$ cat config.mk
export PLATFORM = sky130hd
export DESIGN_NAME = shift_arbiter
export DESIGN_NICKNAME = d
export VERILOG_FILES = /design/src/rtl/shift_pkg.sv /design/src/rtl/shift_core.sv /design/src/rtl/shift_arbiter.sv
export SDC_FILE = /design/constraint.sdc
export NUM_CORES = 1
export LEC_CHECK = 0
export ABC_CLOCK_PERIOD_IN_PS = 6300
export BUFFER_PORTS_ARGS = -buffer_cell sky130_fd_sc_hd__buf_2
export CAP_MARGIN = 20
export CORE_AREA = 3 3 128 130
export DETAILED_ROUTE_END_ITERATION = 10
export DIE_AREA = 0 0 131 133
export GPL_TIMING_DRIVEN = 1
export MAX_ROUTING_LAYER = met4
export PLACE_DENSITY_LB_ADDON = 0.1
export SETUP_SLACK_MARGIN = 0.3
export SLEW_MARGIN = 20
export SYNTH_ARGS = -nofsm -noshare
export SYNTH_HDL_FRONTEND = slang
export SYNTH_SLANG_ARGS = --single-unit
$ cat constraint.sdc
create_clock -name clock -period 6.3 [get_ports clock]
set_input_delay 1.26 -clock clock [delete_from_list [all_inputs] [get_ports clock]]
set_output_delay 1.26 -clock clock [all_outputs]
set_load 0.01 [all_outputs]
$ cat src/rtl/shift_pkg.sv
// Shared definitions for the execute-stage shift arbiter: op encodings,
// default data/amount widths and requester port IDs.
package shift_pkg;

  localparam int DEF_WIDTH = 32;
  localparam int DEF_AMT_W = 5;

  localparam logic [1:0] OP_SLL  = 2'b00;
  localparam logic [1:0] OP_SRA  = 2'b01;
  localparam logic [1:0] OP_SRL  = 2'b10;
  localparam logic [1:0] OP_PASS = 2'b11;

  localparam logic PORT_ALU = 1'b0;
  localparam logic PORT_AUX = 1'b1;

endpackage : shift_pkg

$ cat src/rtl/shift_core.sv
// Combinational barrel shifter: log2(WIDTH) mux stages, each stage moving
// the data by a power of two when the matching amount bit is set.
// Configuration macro: SHIFT_ARB_SRL_EN -- when defined, op 10 is a logical
// right shift; when undefined, op 10 decodes as an arithmetic right shift and
// the right-shift fill is always the sign bit.
module shift_core
  import shift_pkg::*;
#(
  parameter int WIDTH = DEF_WIDTH,
  parameter int AMT_W = DEF_AMT_W
) (
  input  logic [WIDTH-1:0] in_i,
  input  logic [AMT_W-1:0] amt_i,
  input  logic [1:0]       op_i,
  output logic [WIDTH-1:0] out_o
);

  logic             left_s;
  logic             fill_s;
  logic [AMT_W-1:0] amt_eff_s;
  logic [WIDTH-1:0] cur_s;
  logic signed [WIDTH:0] wide_s;

  // Decode the op into direction, right-shift fill bit and effective amount
  always_comb begin
    left_s    = 1'b0;
    fill_s    = 1'b0;
    amt_eff_s = amt_i;
    case (op_i)
      OP_SLL: begin
        left_s = 1'b1;
      end
      OP_SRA: begin
        fill_s = in_i[WIDTH-1];
      end
      OP_SRL: begin
`ifdef SHIFT_ARB_SRL_EN
        fill_s = 1'b0;
`else
        fill_s = in_i[WIDTH-1];
`endif
      end
      OP_PASS: begin
        amt_eff_s = {AMT_W{1'b0}};
      end
      default: begin
        amt_eff_s = {AMT_W{1'b0}};
      end
    endcase
  end

  // Mux stages: stage k shifts by 2**k when amount bit k is set
  always_comb begin
    cur_s  = in_i;
    wide_s = {(WIDTH+1){1'b0}};
    for (int k = 0; k < AMT_W; k++) begin
      if (amt_eff_s[k]) begin
        if (left_s) begin
          cur_s = cur_s << (32'd1 << k);
        end else begin
          wide_s = $signed({fill_s, cur_s}) >>> (32'd1 << k);
          cur_s  = wide_s[WIDTH-1:0];
        end
      end else begin
        cur_s = cur_s;
      end
    end
    out_o = cur_s;
  end

endmodule : shift_core

$ cat src/rtl/shift_arbiter.sv
// Round-robin arbiter sharing one barrel shifter between the ALU (port 0)
// and the multdiv/aux unit (port 1), with a single registered response
// channel tagged by port ID.
// Configuration macro: SHIFT_ARB_SRL_EN (forwarded to shift_core; enables
// a true logical right shift for op 10).
module shift_arbiter
  import shift_pkg::*;
#(
  parameter int WIDTH = DEF_WIDTH,
  parameter int AMT_W = DEF_AMT_W
) (
  input  logic             clock,
  input  logic             reset,
  input  logic             req0_valid,
  output logic             req0_ready,
  input  logic [WIDTH-1:0] req0_in,
  input  logic [AMT_W-1:0] req0_amt,
  input  logic [1:0]       req0_op,
  input  logic             req1_valid,
  output logic             req1_ready,
  input  logic [WIDTH-1:0] req1_in,
  input  logic [AMT_W-1:0] req1_amt,
  input  logic [1:0]       req1_op,
  output logic             resp_valid,
  input  logic             resp_ready,
  output logic [WIDTH-1:0] resp_out,
  output logic             resp_id
);

  logic             free_s;
  logic             grant0_s;
  logic             grant1_s;
  logic             accept0_s;
  logic             accept1_s;
  logic [WIDTH-1:0] sel_in_s;
  logic [AMT_W-1:0] sel_amt_s;
  logic [1:0]       sel_op_s;
  logic [WIDTH-1:0] shift_out_s;

  logic             resp_valid_q, resp_valid_d;
  logic [WIDTH-1:0] resp_out_q,   resp_out_d;
  logic             resp_id_q,    resp_id_d;
  logic             rr_q,         rr_d;

  // Grant: a lone requester wins; under contention the rr pointer decides
  always_comb begin
    free_s = ~resp_valid_q | resp_ready;
    if (req0_valid & req1_valid) begin
      grant0_s = (rr_q == PORT_ALU);
      grant1_s = (rr_q == PORT_AUX);
    end else begin
      grant0_s = req0_valid;
      grant1_s = req1_valid;
    end
  end

  assign req0_ready = grant0_s & free_s & ~reset;
  assign req1_ready = grant1_s & free_s & ~reset;
  assign accept0_s  = req0_valid & req0_ready;
  assign accept1_s  = req1_valid & req1_ready;

  // Steer the granted port's payload into the shared shifter
  always_comb begin
    if (grant1_s) begin
      sel_in_s  = req1_in;
      sel_amt_s = req1_amt;
      sel_op_s  = req1_op;
    end else begin
      sel_in_s  = req0_in;
      sel_amt_s = req0_amt;
      sel_op_s  = req0_op;
    end
  end

  shift_core #(
    .WIDTH (WIDTH),
    .AMT_W (AMT_W)
  ) u_core (
    .in_i  (sel_in_s),
    .amt_i (sel_amt_s),
    .op_i  (sel_op_s),
    .out_o (shift_out_s)
  );

  // Response register next state: load on accept, clear valid on drain
  always_comb begin
    resp_valid_d = resp_valid_q;
    resp_out_d   = resp_out_q;
    resp_id_d    = resp_id_q;
    rr_d         = rr_q;
    if (accept0_s | accept1_s) begin
      resp_valid_d = 1'b1;
      resp_out_d   = shift_out_s;
      resp_id_d    = accept1_s ? PORT_AUX : PORT_ALU;
      rr_d         = accept1_s ? PORT_ALU : PORT_AUX;
    end else if (resp_valid_q & resp_ready) begin
      resp_valid_d = 1'b0;
    end else begin
      resp_valid_d = resp_valid_q;
    end
  end

  // State registers with synchronous reset; rr restarts favouring port 0
  always_ff @(posedge clock) begin
    if (reset) begin
      resp_valid_q <= 1'b0;
      resp_out_q   <= {WIDTH{1'b0}};
      resp_id_q    <= PORT_ALU;
      rr_q         <= PORT_ALU;
    end else begin
      resp_valid_q <= resp_valid_d;
      resp_out_q   <= resp_out_d;
      resp_id_q    <= resp_id_d;
      rr_q         <= rr_d;
    end
  end

  assign resp_valid = resp_valid_q;
  assign resp_out   = resp_out_q;
  assign resp_id    = resp_id_q;

endmodule : shift_arbiter

Word-level counts from Yosys, hierarchy flattened
Index checks and enable logic that the tools add are counted.
Widths: inputs -> output; s select.
- reductions and logical operators: 3
- multiplexer cells: 22
- bitwise gates (word level): 13
- eq/ne operators: 3
- operators by type and width (cell ; count):
    $mux 32 ; 11
    $mux 5 ; 2
    $and 1x1->1 ; 8
    $mux 1 ; 8
    $eq 2x2->1 const B ; 2
    $not 1->1 ; 3
    $eq 2x1->1 const B ; 1
    $logic_not 2->1 ; 1
    $mux 2 ; 1
    $or 1x1->1 ; 2
    $reduce_bool 2->1 ; 1
    $reduce_or 2->1 ; 1
- register bits: 35
- input bits: 83
- output and inout port bits: 36
- word-level logic and storage cells: 45

Logic depth before layout (Yosys ltp)
- word-level depth: 16
- mapped depth: 22
- gate-level depth less buffers: 15

Modules after synthesis
From an unflattened synthesis, not the netlist that was laid out.
- cell total of the unflattened synthesis: 881
- area, all modules: 6221.0 um^2
- modules (own cells, without submodules) (module ; sequential area each (um^2) ; area each (um^2) ; cells an instance ; instances):
    shift_core ; 0.0 ; 4272.8 ; 667 ; 1
    shift_arbiter ; 700.7 ; 1948.1 ; 214 ; 1

Worst setup path after synthesis
No wires, ideal clock.
- kind: input to register
- start point: in req0_valid
- end point: reg resp_out_q[5] (netlist: resp_out[5])
- arrival time: 4543 ps
- setup slack: 1672 ps
- cell stages on the path: 19
- data required time: 6214 ps
- buffers on the path: 5
- path through: nand2b_1 -> buf_6 -> nand2_4 -> buf_8 -> buf_6 -> buf_4 -> mux2i_1 -> inv_1 -> ha_1 -> buf_4 -> nand2b_1 -> a21oi_1 -> nor2_2 -> mux2i_1 -> o2111a_1 -> a211oi_2 -> nand2_1 -> a211o_1 -> a211oi_1
- longest elaborated chain between the ends: 15
- elaborated cells between the ends (all ways): 31
- ends and longest elaborated chain (item ; RTL line ; source):
    from (decl) ; shift_arbiter.sv:14 ; input logic req0_valid,
    $and 1x1->1 ; shift_arbiter.sv:48 ; if (req0_valid & req1_valid) begin
    $mux 1 ; shift_arbiter.sv:48 ;
    $mux 2 ; shift_arbiter.sv:64 ; if (grant1_s) begin
    $eq 2x1->1, or another cell as far along ; shift_core.sv:29 ; case (op_i)
    $reduce_or 2->1 (no source line) or $mux 1 (tied branches) ; n/a ;
    $mux 1 or $mux 32 (tied branches) ; shift_core.sv:29, shift_core.sv:58 ;
    $mux 32 (on tied branches) ; shift_core.sv:58, shift_core.sv:57 ;
    $mux 32 (on tied branches) ; shift_core.sv:57, shift_core.sv:58 ;
    $mux 32 (on tied branches) ; shift_core.sv:58, shift_core.sv:57 ;
    $mux 32 (on tied branches) ; shift_core.sv:57, shift_core.sv:58 ;
    $mux 32 ; shift_core.sv:57 ; if (amt_eff_s[k]) begin
    $mux 32 ; shift_core.sv:58 ; if (left_s) begin
    $mux 32 ; shift_core.sv:57 ;
    $mux 32 ; shift_core.sv:58 ;
    $mux 32 ; shift_core.sv:57 ;
    to (signal assigned) ; shift_arbiter.sv:107 ; resp_out_q <= {WIDTH{1'b0}};
    to (signal assigned) ; shift_arbiter.sv:112 ; resp_out_q <= resp_out_d;
    to (decl) ; shift_arbiter.sv:41 ; logic [WIDTH-1:0] resp_out_q, resp_out_d;
Several ways; a longest one is shown, not always the timed one.
A chain may end at the register's enable or synchronous reset.

Worst setup path after layout
- start point: in req0_valid
- end point: reg resp_out_q[10] (netlist: resp_out[10])
- longest elaborated chain between the ends: 15
- elaborated cells between the ends (all ways): 31
- ends and longest elaborated chain (item ; RTL line):
    $and 1x1->1 ; shift_arbiter.sv:48
    $mux 1 ; shift_arbiter.sv:48
    $mux 2 ; shift_arbiter.sv:64
    $logic_not 2->1 ; shift_core.sv:29
    $mux 1 ; shift_core.sv:29
    $mux 32 ; shift_core.sv:58
    $mux 32 ; shift_core.sv:57
    $mux 32 ; shift_core.sv:58
    $mux 32 ; shift_core.sv:57
    $mux 32 ; shift_core.sv:58
    $mux 32 ; shift_core.sv:57
    $mux 32 ; shift_core.sv:58
    $mux 32 ; shift_core.sv:57
    $mux 32 ; shift_core.sv:58
    $mux 32 ; shift_core.sv:57
Several ways; a longest one is shown, not always the timed one.

==> run_results.csv <==
group,metric,value,unit
route,drtIter0Drc,1326,
run,drv_cap,0,
setup_path,crit_arrival,5.12,ns
clocking,cts_buffer_depth,2,
clocking,cts_hold_buf,0,
floorplan,fp.dieW,131,um
sta,fmaxAchievable,201,MHz
floorplan,dieHeight,133,um
setup_path,worst_path_max_delay_cell,"a211oi_1",
placed_design,pre_cts_ws,1.13,ns
sta,fin_ws,1.33,ns
sta,tns,0,ns
synthesis,syn_inst,993,
route,firstDrtPassIters,8,
clocking,ctsResizeCount,0,
floorplan,num_rows,45,
global_route,grt_overflow,0,
sta,min_period,4.97,ns
route,vias_per_cell,7.06,
synthesis,synth_area_leaders,"dfxtp_1, a211oi_1, mux2i_1, nand2_1, a21oi_1",
sta,worst_pin_slew,1.11,ns
clocking,numCtsBuffers,5,
hold_path,worstHoldStart,"resp_out[26]",
synthesis,ys.flop_type,"dfxtp_1",
hold_path,hold_class,"flop to flop",
synthesis,async_reset_ff_frac,0,
clocking,cts_tree,"yes",
global_route,antenna_found_initial,0,
sta,slew_violations,0,
synthesis,avgSynthCellArea,7.01,um^2
floorplan,core-area,15300,um^2
synthesis,synth_top_area_cell,"dfxtp_1",
route,wl_met3,3540,um
pwr,cellLeakagePower,3.05,nW
placed_design,dp_hpwl,24400,um
route,wire_per_inst,25.5,um
synthesis,synth-seq-area-share,0.101,
clocking,path_clk_slew,0.05,ns
synthesis,yosysWarningCount,0,
setup_path,ff2ff_path_depth,12,
route,wl_met2,14400,um
floorplan,start_util,0.456,
cells_and_area,area_growth,11.6,%
setup_path,cpLargestDelayFamily,"compound AO/OA/AOI/OAI gates",
route,routed_wl,32600,um
cells_and_area,fillers,1618,
sta,rsz0062_at_grt,"false",
setup_path,crit_path_end_kind,"flop",
placed_design,dp.cells,1268,
pwr,vdd_drop_max,143,uV
synthesis,synth_cell_types,94,
pwr,total_power,1.60,mW
setup_path,slowest_delay,0.65,ns
sta,skew,0.00471,ns
sta,finalCritPeriodShare,0.789,
route,met1_length,13400,um
global_route,grt_max_degree,59,
sta,setup_viol,0,
route,ant_nets,0,
synthesis,ys_ff_latch,35,
status,status,"completed",
clocking,worstSkewPairLatency,0.28,ns
synthesis,netlist_area,6960,um^2
setup_path,r2r_start,"rr_q",
setup_path,crit_start,"req0_valid",
setup_path,worstPathMaxFanout,41,
synthesis,synth.net_count,1079,
setup_path,r2r_slack,2.01,ns
setup_path,path_cells,"buf_2 > nand2b_1 > nand2_4 > mux2i_1 > ha_4 > buf_4 > mux4_1 > a211oi_1 > nor2_1 > a21oi_1 > o32ai_1 > nor4_1 > nor3_1",
hold_path,whs_endpoint,"resp_out[26]",
cells_and_area,n_antenna_cell,0,
setup_path,required,6.45,ns
hold_path,hold_depth,2,
floorplan,die_area,17400,um^2
pwr,power_density,206,nW/um^2
sta,maxSlewHeadroom,0.262,
floorplan,ios,119,
global_route,grt_usage,0.374,
setup_path,crit_type,"input port to flop",
synthesis,synth.most_common_cell,"nand2_1",
setup_path,timing.rr.end,"resp_out[10]",
sta,hold_violations,0,
setup_path,startpoint_type,"input port",
placed_design,io_buffers,118,
route,drc_errors,0,
synthesis,synth_edf_count,0,
route,routed.top_layer,"met4",
clocking,post_cts_buffers,0,
cells_and_area,nNetsFinal,1150,
clocking,root_buffer,"clkbuf_16",
route,vias,8996,
clocking,cts_sinks,35,
cells_and_area,drive_above_1_share,0.228,
synthesis,ys_top_cells_by_count,"nand2_1, nor2_1, a21oi_1",
setup_path,path_buf_inv,2,
synthesis,synth_top_area_frac,0.101,
clocking,h-tree-depth,2,
global_route,first_global_vias,8461,
global_route,grt_pass1_wl,49800,um
cells_and_area,instances_no_fill,1275,
placed_design,gp_congestion,1.09,
## placed cells by master, fill, tap and decap left out, types with 8 or more instances in the layout
cell type,n
buf_2,118
nand2_1,111
nor2_1,94
a21oi_1,75
a211oi_1,61
o21ai_0,48
mux2i_1,43
nand3_1,42
buf_4,41
dfxtp_1,35
nor2b_1,34
o22ai_1,27
o211ai_1,24
nor3_1,22
mux2_2,22
o32ai_2,13
a31oi_1,12
nor4_1,12
o21ai_1,11
and3_1,9
o32ai_1,9
a22oi_1,9
inv_1,8
## per-layer routing
layer / track usage / vias up
li1: - / 4022
met1: 0.514 / 4284
met2: 0.548 / 594
met3: 0.0706 / 96
met4: 0.122 / 0
met5: - / -
## cells by family (layout without fill, tap and decap cells)
family                     after synthesis  count (layout)  synth area share
AOI/OAI and AO/OA                      407             407             0.432
and+or+nand+nor                        367             367             0.251
buffers and inverters                  106             177            0.0838
muxes                                   75              75             0.127
DFF                                     35              35             0.101
adders and majority gates                3               3           0.00539
## stage by stage
step	hold WS, ns	area (um^2)	utilization
3_5_place_dp	0.448	7620	0.500
3_3_place_gp	0.445	7620	0.500
4_1_cts	0.456	7770	0.509
6_report	0.451	7770	0.509
5_1_grt	0.472	7770	0.509
2_1_floorplan	0.471	6960	-
## layout make-up
class                   instances  area, um^2  area share
clock buffers                   6         139      0.0179
clock inverters                 1        5.00    0.000644
inverters                      10        37.5     0.00483
multi-input cells             852        5700       0.734
flip-flops and latches         35         701      0.0902
well taps                     211         264      0.0340
repair buffers                160         918       0.118
## worst min-delay path: cells and delay by family (launching register included)
family / cells / cell delay, ns
AO/OA/AOI/OAI: 1 / 0.05
flip-flops: 1 / 0.31
AND/OR/NAND/NOR: 1 / 0.05
## power by group
part	internal, mW	total, mW	leakage (nW)	switching [mW]
Sequential	0.253	0.271	0.290	0.0179
Combinational	0.362	1.08	2.68	0.720
Clock	0.154	0.250	0.0727	0.0955
## state kept, by name (all words and copies together), names as in the netlist
name / flops
rr_q: 1
resp_out: 32
resp_valid: 1
resp_id: 1
## how the worst max path moves through the flow
stage / end / slack [ns] / depth (start not counted)
after global routing: resp_out[10] / 0.96 / 14
after global placement: resp_out[11] / 1.08 / 17
after detailed placement: resp_out[10] / 1.13 / 14
after CTS: resp_out[11] / 1.42 / 17
final: resp_out[10] / 1.33 / 13
after floorplan: resp_out[5] / 1.67 / 19
Note: power is estimated with default switching activity, not from simulation.
